<file path="src/rtl/fetch_sequencer.sv">
// fetch_sequencer: owns the program counter, fetches from the program ROM,
// predecodes control-flow words and presents a registered instruction plus
// a HOLD qualifier to the micro-instruction decoder.
//
// Handshake: there is no valid/ready pair. STALL is a level-sensitive wait.
// While it is high, every register (PC, instruction, state, stack) keeps its
// value, and HOLD tells the decoder to keep its previous micro-instruction.
module fetch_sequencer #(
    parameter int                 PC_W        = 11,
    parameter int                 INSTR_W     = 22,
    parameter int                 STACK_DEPTH = 4,
    parameter logic [INSTR_W-1:0] NOP_WORD    = 22'b1111110000000000000000
) (
    input  logic               clk,
    input  logic               RST,
    output logic [PC_W-1:0]    PROG_ADDR,
    input  logic [INSTR_W-1:0] PROG_DATA,
    input  logic               STALL,
    input  logic               Z_FLAG,
    input  logic               P0_FLAG,
    input  logic               CY_FLAG,
    output logic [INSTR_W-1:0] instruction,
    output logic               HOLD,
    output logic               STACK_ERR
);

    // The pointer needs one extra bit so it can count 0..STACK_DEPTH.
    localparam int SP_W = $clog2(STACK_DEPTH) + 1;

    typedef enum logic [1:0] {
        S_BOOT    = 2'd0,
        S_RUN     = 2'd1,
        S_RESOLVE = 2'd2
    } state_t;

    state_t state;
    state_t state_next;

    logic [PC_W-1:0] pc;
    logic [PC_W-1:0] pc_inc;
    logic [PC_W-1:0] cond_target;
    logic [1:0]      cond_sel;
    logic            cond_flag;
    logic [SP_W-1:0] sp;
    logic [PC_W-1:0] stack_mem [STACK_DEPTH];
    logic [SP_W-2:0] push_idx;
    logic [SP_W-2:0] pop_idx;
    logic            stack_full;
    logic            stack_empty;

    logic            is_jump;
    logic            is_cond;
    logic            is_bsr;
    logic            is_ret;
    logic [PC_W-1:0] j_target;
    logic [PC_W-1:0] b_target;

    // Predecode of the word currently addressed by the PC.
    assign is_jump  = (PROG_DATA[21:11] == 11'b10000000000);
    assign is_cond  = (PROG_DATA[21:11] == 11'b10100000000)
                    | (PROG_DATA[21:11] == 11'b11000000000)
                    | (PROG_DATA[21:11] == 11'b11100000000);
    assign is_bsr   = (PROG_DATA[21:10] == 12'b011100000000);
    assign is_ret   = (PROG_DATA == 22'b0000011000000000000000);
    assign j_target = PROG_DATA[PC_W-1:0];
    assign b_target = {1'b0, PROG_DATA[PC_W-2:0]};

    // PC arithmetic wraps naturally at the register width.
    assign pc_inc      = pc + PC_W'(1);
    assign PROG_ADDR   = pc;
    assign stack_full  = (sp == SP_W'(STACK_DEPTH));
    assign stack_empty = (sp == '0);
    assign push_idx    = sp[SP_W-2:0];
    assign pop_idx     = sp[SP_W-2:0] - 1'b1;

    // Bits [20:19] of a conditional word select the flag: 01=Z, 10=P0, 11=CY.
    always_comb begin
        case (cond_sel)
            2'b01:   cond_flag = Z_FLAG;
            2'b10:   cond_flag = P0_FLAG;
            default: cond_flag = CY_FLAG;
        endcase
    end

    // State register; reset drops any pending conditional resolution.
    always_ff @(posedge clk or posedge RST) begin
        if (RST) state <= S_BOOT;
        else     state <= state_next;
    end

    // Next-state logic; STALL freezes every transition.
    always_comb begin
        state_next = state;
        if (!STALL) begin
            case (state)
                S_BOOT:    state_next = S_RUN;
                S_RUN:     if (is_cond) state_next = S_RESOLVE;
                S_RESOLVE: state_next = S_RUN;
                default:   state_next = S_BOOT;
            endcase
        end
    end

    // Decoder qualifier: hold while stalled or before the first fetch.
    always_comb begin
        HOLD = STALL || (state == S_BOOT);
    end

    // PC, instruction register, branch latch and return stack.
    always_ff @(posedge clk or posedge RST) begin
        if (RST) begin
            pc          <= '0;
            instruction <= NOP_WORD;
            sp          <= '0;
            STACK_ERR   <= 1'b0;
            cond_sel    <= '0;
            cond_target <= '0;
            for (int i = 0; i < STACK_DEPTH; i++) stack_mem[i] <= '0;
        end else if (!STALL) begin
            case (state)
                S_RUN: begin
                    instruction <= PROG_DATA;
                    if (is_jump) begin
                        pc <= j_target;
                    end else if (is_bsr) begin
                        // A full stack drops the return address but still branches.
                        if (!stack_full) begin
                            stack_mem[push_idx] <= pc_inc;
                            sp                  <= sp + SP_W'(1);
                        end else begin
                            STACK_ERR <= 1'b1;
                        end
                        pc <= b_target;
                    end else if (is_ret) begin
                        // An empty stack falls through to the next word.
                        if (!stack_empty) begin
                            pc <= stack_mem[pop_idx];
                            sp <= sp - SP_W'(1);
                        end else begin
                            STACK_ERR <= 1'b1;
                            pc        <= pc_inc;
                        end
                    end else if (is_cond) begin
                        // PC stays put; the flag is judged one cycle later.
                        cond_sel    <= PROG_DATA[20:19];
                        cond_target <= j_target;
                    end else begin
                        pc <= pc_inc;
                    end
                end
                S_RESOLVE: begin
                    instruction <= NOP_WORD;
                    pc          <= cond_flag ? cond_target : pc_inc;
                end
                default: ;
            endcase
        end
    end

endmodule

</file>
<file path="config.mk">
export PLATFORM = sky130hd
export DESIGN_NAME = fetch_sequencer
export DESIGN_NICKNAME = d
export VERILOG_FILES = /design/src/rtl/fetch_sequencer.sv
export SDC_FILE = /design/constraint.sdc
export NUM_CORES = 1
export LEC_CHECK = 0
export ABC_AREA = 1
export CORE_MARGIN = 2
export CORE_UTILIZATION = 30
export DETAILED_ROUTE_END_ITERATION = 8
export PLACE_DENSITY = 0.45
export SETUP_SLACK_MARGIN = 0.05
export SLEW_MARGIN = 20
export SYNTH_ARGS = -nofsm -noshare
export SYNTH_HDL_FRONTEND = slang
export SYNTH_SLANG_ARGS = --single-unit
</file>
<file path="constraint.sdc">
create_clock -name clk -period 3.7 [get_ports clk]
set_clock_uncertainty 0.05 [all_clocks]
set_input_delay 0.37 -clock clk [delete_from_list [all_inputs] [get_ports clk]]
set_output_delay 0.37 -clock clk [all_outputs]
set_load 0.02 [all_outputs]
</file>
## After elaboration in Yosys (flattened, before gate mapping)

Index checks and enable logic that the tools add are counted.

- ROM bits: 0
- Memories kept: 0
- Logic and storage cells: 83
- Memory bits (writable): 0
- Register bits: 96
- Bits in latches: 0

- Reductions and logical operators: 15
- Muxes and demuxes: 25
- Div/mod/pow operators: 0
- Bitwise operators: 9
- $mul: 0
- Eq/ne operators: 16
- Shifts and indexed selects: 0
- Add/sub/neg operators: 4
- Magnitude comparators: 3

Operators by type and width:

| kind | number |
|---|---|
| $mux 11 | 9 |
| $bwmux 44 | 1 |
| $eq 11x11->1 const B | 4 |
| $pmux 22 s2 | 1 |
| $bmux 11 s2 | 1 |
| $demux 11 s2 | 1 |
| $eq 22x17->1 const B | 1 |
| $pmux 11 s2 | 1 |
| $reduce_and 6->1 | 3 |
| $eq 12x11->1 const B | 1 |
| $mux 3 | 4 |
| $add 11x1->11 const B | 1 |
| $ge 3x3->1 const B | 2 |
| $ne 2x2->1 const B | 3 |
| $not 2->3 | 2 |
| $reduce_bool 2->1 | 3 |
| $ne 5x5->1 const B | 1 |
| $not 1->1 | 5 |
| $reduce_and 5->1 | 1 |
| $eq 2x1->1 const B | 2 |
| $eq 2x2->1 const B | 2 |
| $mux 1 | 4 |
| $pmux 2 s2 | 1 |
| $reduce_and 2->1 | 2 |
| 15 further kinds | 16 |

## Logic depth before layout (Yosys ltp)

- Depth after elaboration: 10
- Mapped depth: 12

## Least setup slack after synthesis

No wires, ideal clock.

- Path kind: register -> register
- From: register sp[0]
- To: register pc[7] (netlist: PROG_ADDR[7])
- Required time: 3,528 ps
- Clock period less this slack: 2,102 ps
- Path buffers: 2
- Path slack: 1,598 ps
- Stages on the path, launching flop included: 11
- Arrival: 1,930 ps
- Cell sequence: dfrtp_1 inv_1 buf_1 ha_1 inv_1 clkbuf_1 nand3_1 nand2_1 nand4_1 nand3_1 a21oi_1

- Word-level cells in the longest chain between the ends: 10
- Elaborated cells on any way between the ends: 11
- Those cells by class: add/sub (1); mux (8); bitwise (1); reduce/logical (1)

Ends and longest elaborated chain:

| element | RTL line | text |
|---|---|---|
| start, declared | 44 | `logic [SP_W-1:0] sp;` |
| start signal, assigned | 129 | `sp <= sp + SP_W'(1);` |
| start signal, assigned | 138 | `sp <= sp - SP_W'(1);` |
| $sub 2x1->2 | 74 | `assign pop_idx = sp[SP_W-2:0] - 1'b1;` |
| named net pop_idx[0] | 47 | `logic [SP_W-2:0] pop_idx;` |
| $not 2->3 (not written as such) | 137 | `pc <= stack_mem[pop_idx];` |
| $bmux 11 s2 | 137 |  |
| $mux 11 (not written as such) (2 in a row) | 137 |  |
| $mux 11 | 136 | `if (!stack_empty) begin` |
| $mux 11 | 134 | `end else if (is_ret) begin` |
| $mux 11 | 125 | `end else if (is_bsr) begin` |
| $mux 11 | 123 | `if (is_jump) begin` |
| $pmux 11 s2 | 120 | `case (state)` |
| end signal, assigned | 124 | `pc <= j_target;` |
| end signal, assigned | 133 | `pc <= b_target;` |
| end signal, assigned | 137 |  |
| end, declared | 39 | `logic [PC_W-1:0] pc;` |

The timed path passes the listed nets, and every way through them passes these cells. The select of a mux whose other input is x is not followed.
A chain may end at the register's enable or synchronous reset.

## Worst setup path after layout

- From: input PROG_DATA[17]
- To: register pc[9] (netlist: PROG_ADDR[9])

- Word-level cells in the longest chain between the ends: 5
- Elaborated cells on any way between the ends: 14
- Those cells by class: eq/ne (7); mux (4); bitwise (2); reduce/logical (1)

Ends and longest elaborated chain:

| element | RTL line | text |
|---|---|---|
| start, declared | 17 | `input logic [INSTR_W-1:0] PROG_DATA,` |
| $eq 11x11->1, or another cell as far along | 60 | `assign is_cond = (PROG_DATA[21:11] == 11'b10100000000)` |
| $or 1x1->1 or $mux 11 (tied branches) | 61, 134 |  |
| $or 1x1->1 or $mux 11 (tied branches) | 62, 125 |  |
| $ne 5x5->1 (no line) or $mux 11 (tied branches) | - |  |
| $reduce_and 3->1 (no line) or $pmux 11 s2 (tied branches) | - |  |

Several ways; a longest one is shown, not always the timed one.

==> run metrics <==
WL/cell=about 15 um; Vias/cell=4.66; met2 Usage GRT=0.248; final wirelength=14900 um; port buffer count=62; status=finished, final reports clean; clock slew at reported path FFs=70 ps; I/O pins=63; Final ANT Viol Nets=0; DIE WIDTH=140 um; vias in the first global route=between 4000 and 5000; Rows=49; Worst setup SP type=primary input; Synthesis Warnings=0; CTS Buf Count=9; Total Routing Usage GR=0.159; largest net degree at the start of global routing=56; Worst VDD drop=0.320 mV; final setup violation count=0; layout cells sized above 1=0.0945; die area=19600 um2; syn nets=around 780; Area growth, synth to finish=20.1%; cell-internal power=around 2.6 mW; Iter 0 DRT Violations=256; Peak Freq=0.426 GHz; cts hold-fix bufs=0; vias=~4800; met3 Use GR=0.0458; setup bufs post-CTS=0; Cell Area, Synth=5550 um2; Placer Congestion=approximately 0.86; Max FO, Critical Path=11; power share of the clock group=0.243; worst path required time=3920 ps; clk_lat worst skew=350 ps; post-CTS sizing=0; DP Wirelength=approximately 11000 um; Initial Util=0.307; Seq/Total Area, Yosys=0.434; DRC=0; Logic pwr share=0.421; placed cells=between 1000 and 1500; period utilization=0.634; number of synthesized register bits=96; PwrDens=~640 nW/um2; CP endpoint kind=register; Diodes inserted=0; mean post-synth cell area=7.51 um2; worst hold path class=primary input to asynchronous set/reset pin; Fin Setup TNS=0 ps; Max Cap Viol=0; TritonRoute pass-1 iters=5; CTS tree=done; Final Non-Filler Cells=1023; reg-to-reg slack, setup=between 1000 and 1500 ps; htree depth=3; die height=140 um; sequential power share=0.336; crit path DAT=between 2000 and 3000 ps; leading area contributor after synthesis=dfrtp_1; top cell type's share of synthesized area=0.405; Final min period=2350 ps; synth unique cells=34; critical path class=primary input to register; first-pass GRT wire length=24600 um; final hold violations=0; total gr overflow=0; RSZ-0062 raised after global routing=false; CTS sink count=96; final net count=830; WHS=378 ps; Power Total=4.29 mW; Final Max Tran Viols=0; Worst slew margin=0.434; Area contributors post-synth=dfrtp_1, nand2_1, inv_1; GR Util met1=0.218; Net Switching=around 1.7 mW; clock root buffer master=clkbuf_16; busiest grt layer=met2; worst slew pin tran=848 ps; Core Region=18100 um2; Clock Tree Buf Depth=2; cell count after synthesis=740; Leakage Power=around 3.2 nW; initial antenna violation count=0; Net Sw Frac=0.402
-- metal layers --
layer	share of wire	routed length, um
met5	0	0
met4	0.014	202
met3	0.053	794
met2	0.45	6750
met1	0.48	7190
-- sequential cells by signal, indices dropped and copies added (netlist names) --
| name | count |
|---|---|
| stack_mem | 44 |
| instruction | 22 |
| PROG_ADDR | 11 |
| cond_target | 11 |
| sp | 3 |
| cond_sel | 2 |
| state | 2 |
| STACK_ERR | 1 |
-- critical path, cell delays in order --
cell             delay (ps)
clkdlybuf4s50_1         500
inv_1                    60
nand2_1                 180
nor2_8                   60
nand3_4                 120
nand2_1                 260
nor2_1                  670
nand3_1                 170
a21oi_1                 170
-- power groups by stage --
stage          Combinational [mW]  Clock, mW  Sequential, mW
5_1_grt                      1.99       1.12            1.48
2_1_floorplan               0.942          0            1.61
3_3_place_gp                 1.80          0            1.46
3_5_place_dp                 1.82          0            1.46
4_1_cts                      1.82       1.07            1.45
6_report                     1.81       1.04            1.44
-- per-stage QoR --
stage | utilization | cell area, um2 | setup WS, ps
floorplan | - | 5550 | 785
global placement | 0.351 | 6340 | 1060
detailed placement | 0.351 | 6340 | 948
CTS | 0.369 | 6670 | 1310
global route | 0.369 | 6670 | 1130
finish | 0.369 | 6670 | 1350
-- cells in the mapped netlist --
master and count:
nand4_1 16, nand2_2 6, nand3_2 1, mux2_2 11, clkbuf_1 13, nand3b_1 7, o21ai_1 39, buf_2 10
nand3_1 62, inv_2 2, inv_1 86, dfstp_2 6, or2_2 2, a31oi_1 5, nor3_4 2, and2_1 4
ha_1 12, nor2_8 1, nor2_2 4, fa_1 1, nor3_1 1, buf_1 1, dfrtp_1 90, nor2_1 67
nand2_1 231, o21ai_2 13, xnor2_1 1, a21o_1 1, o21ai_0 19, a21oi_1 15, xnor3_4 1, o21bai_1 1
buf_6 8, nand3_4 1
-- kinds of logic (layout without fill, tap and decap cells) --
kind of cell	Yosys count	count (layout)	synth area share
simple gates	405	405	0.318
buf+inv	120	174	0.0942
flops	96	96	0.434
compound gates	93	93	0.0946
fa+ha+maj	13	13	0.0306
mux	11	11	0.0223
xor+xnor	2	2	0.00631
-- placed cells by master (no fill, tap or decap), types with 4 or more instances in the layout --
cell,count
mux2_2,11
a21oi_1,15
dfrtp_1,90
clkdlybuf4s50_1,62
ha_1,12
o21ai_1,39
o21ai_0,19
nand2_2,6
clkbuf_16,9
inv_1,85
a31oi_1,5
buf_4,7
and2_1,4
nand4_1,16
nand2_1,231
nor2_2,4
o21ai_2,13
nand3b_1,7
nand3_1,62
dfstp_2,6
nor2_1,67
-- layout make-up --
type                            count  area (um2)
Fill cell                        1901       11400
Multi-Input combinational cell    524        2620
Sequential cell                    96        2410
Timing Repair Buffer               70         693
Inverter                           88         333
Tap cell                          229         287
Clock buffer                       10         239
Clock inverter                      6        87.6
-- final timing paths --
| path | endpoint | depth (start not counted) | from |
|---|---|---|---|
| setup / recovery | PROG_ADDR[9] | 9 | PROG_DATA[17] |
| hold / removal | stack_mem[32] | 2 | RST |
| setup reg to reg | PROG_ADDR[7] | 9 | state[0] |
| hold reg to reg | cond_target[10] | 2 | cond_target[10] |
| max in group asynchronous | instruction[20] | 3 | RST |
| min in group clk | cond_target[10] | 2 | cond_target[10] |
(Power assumes the default switching activity.)
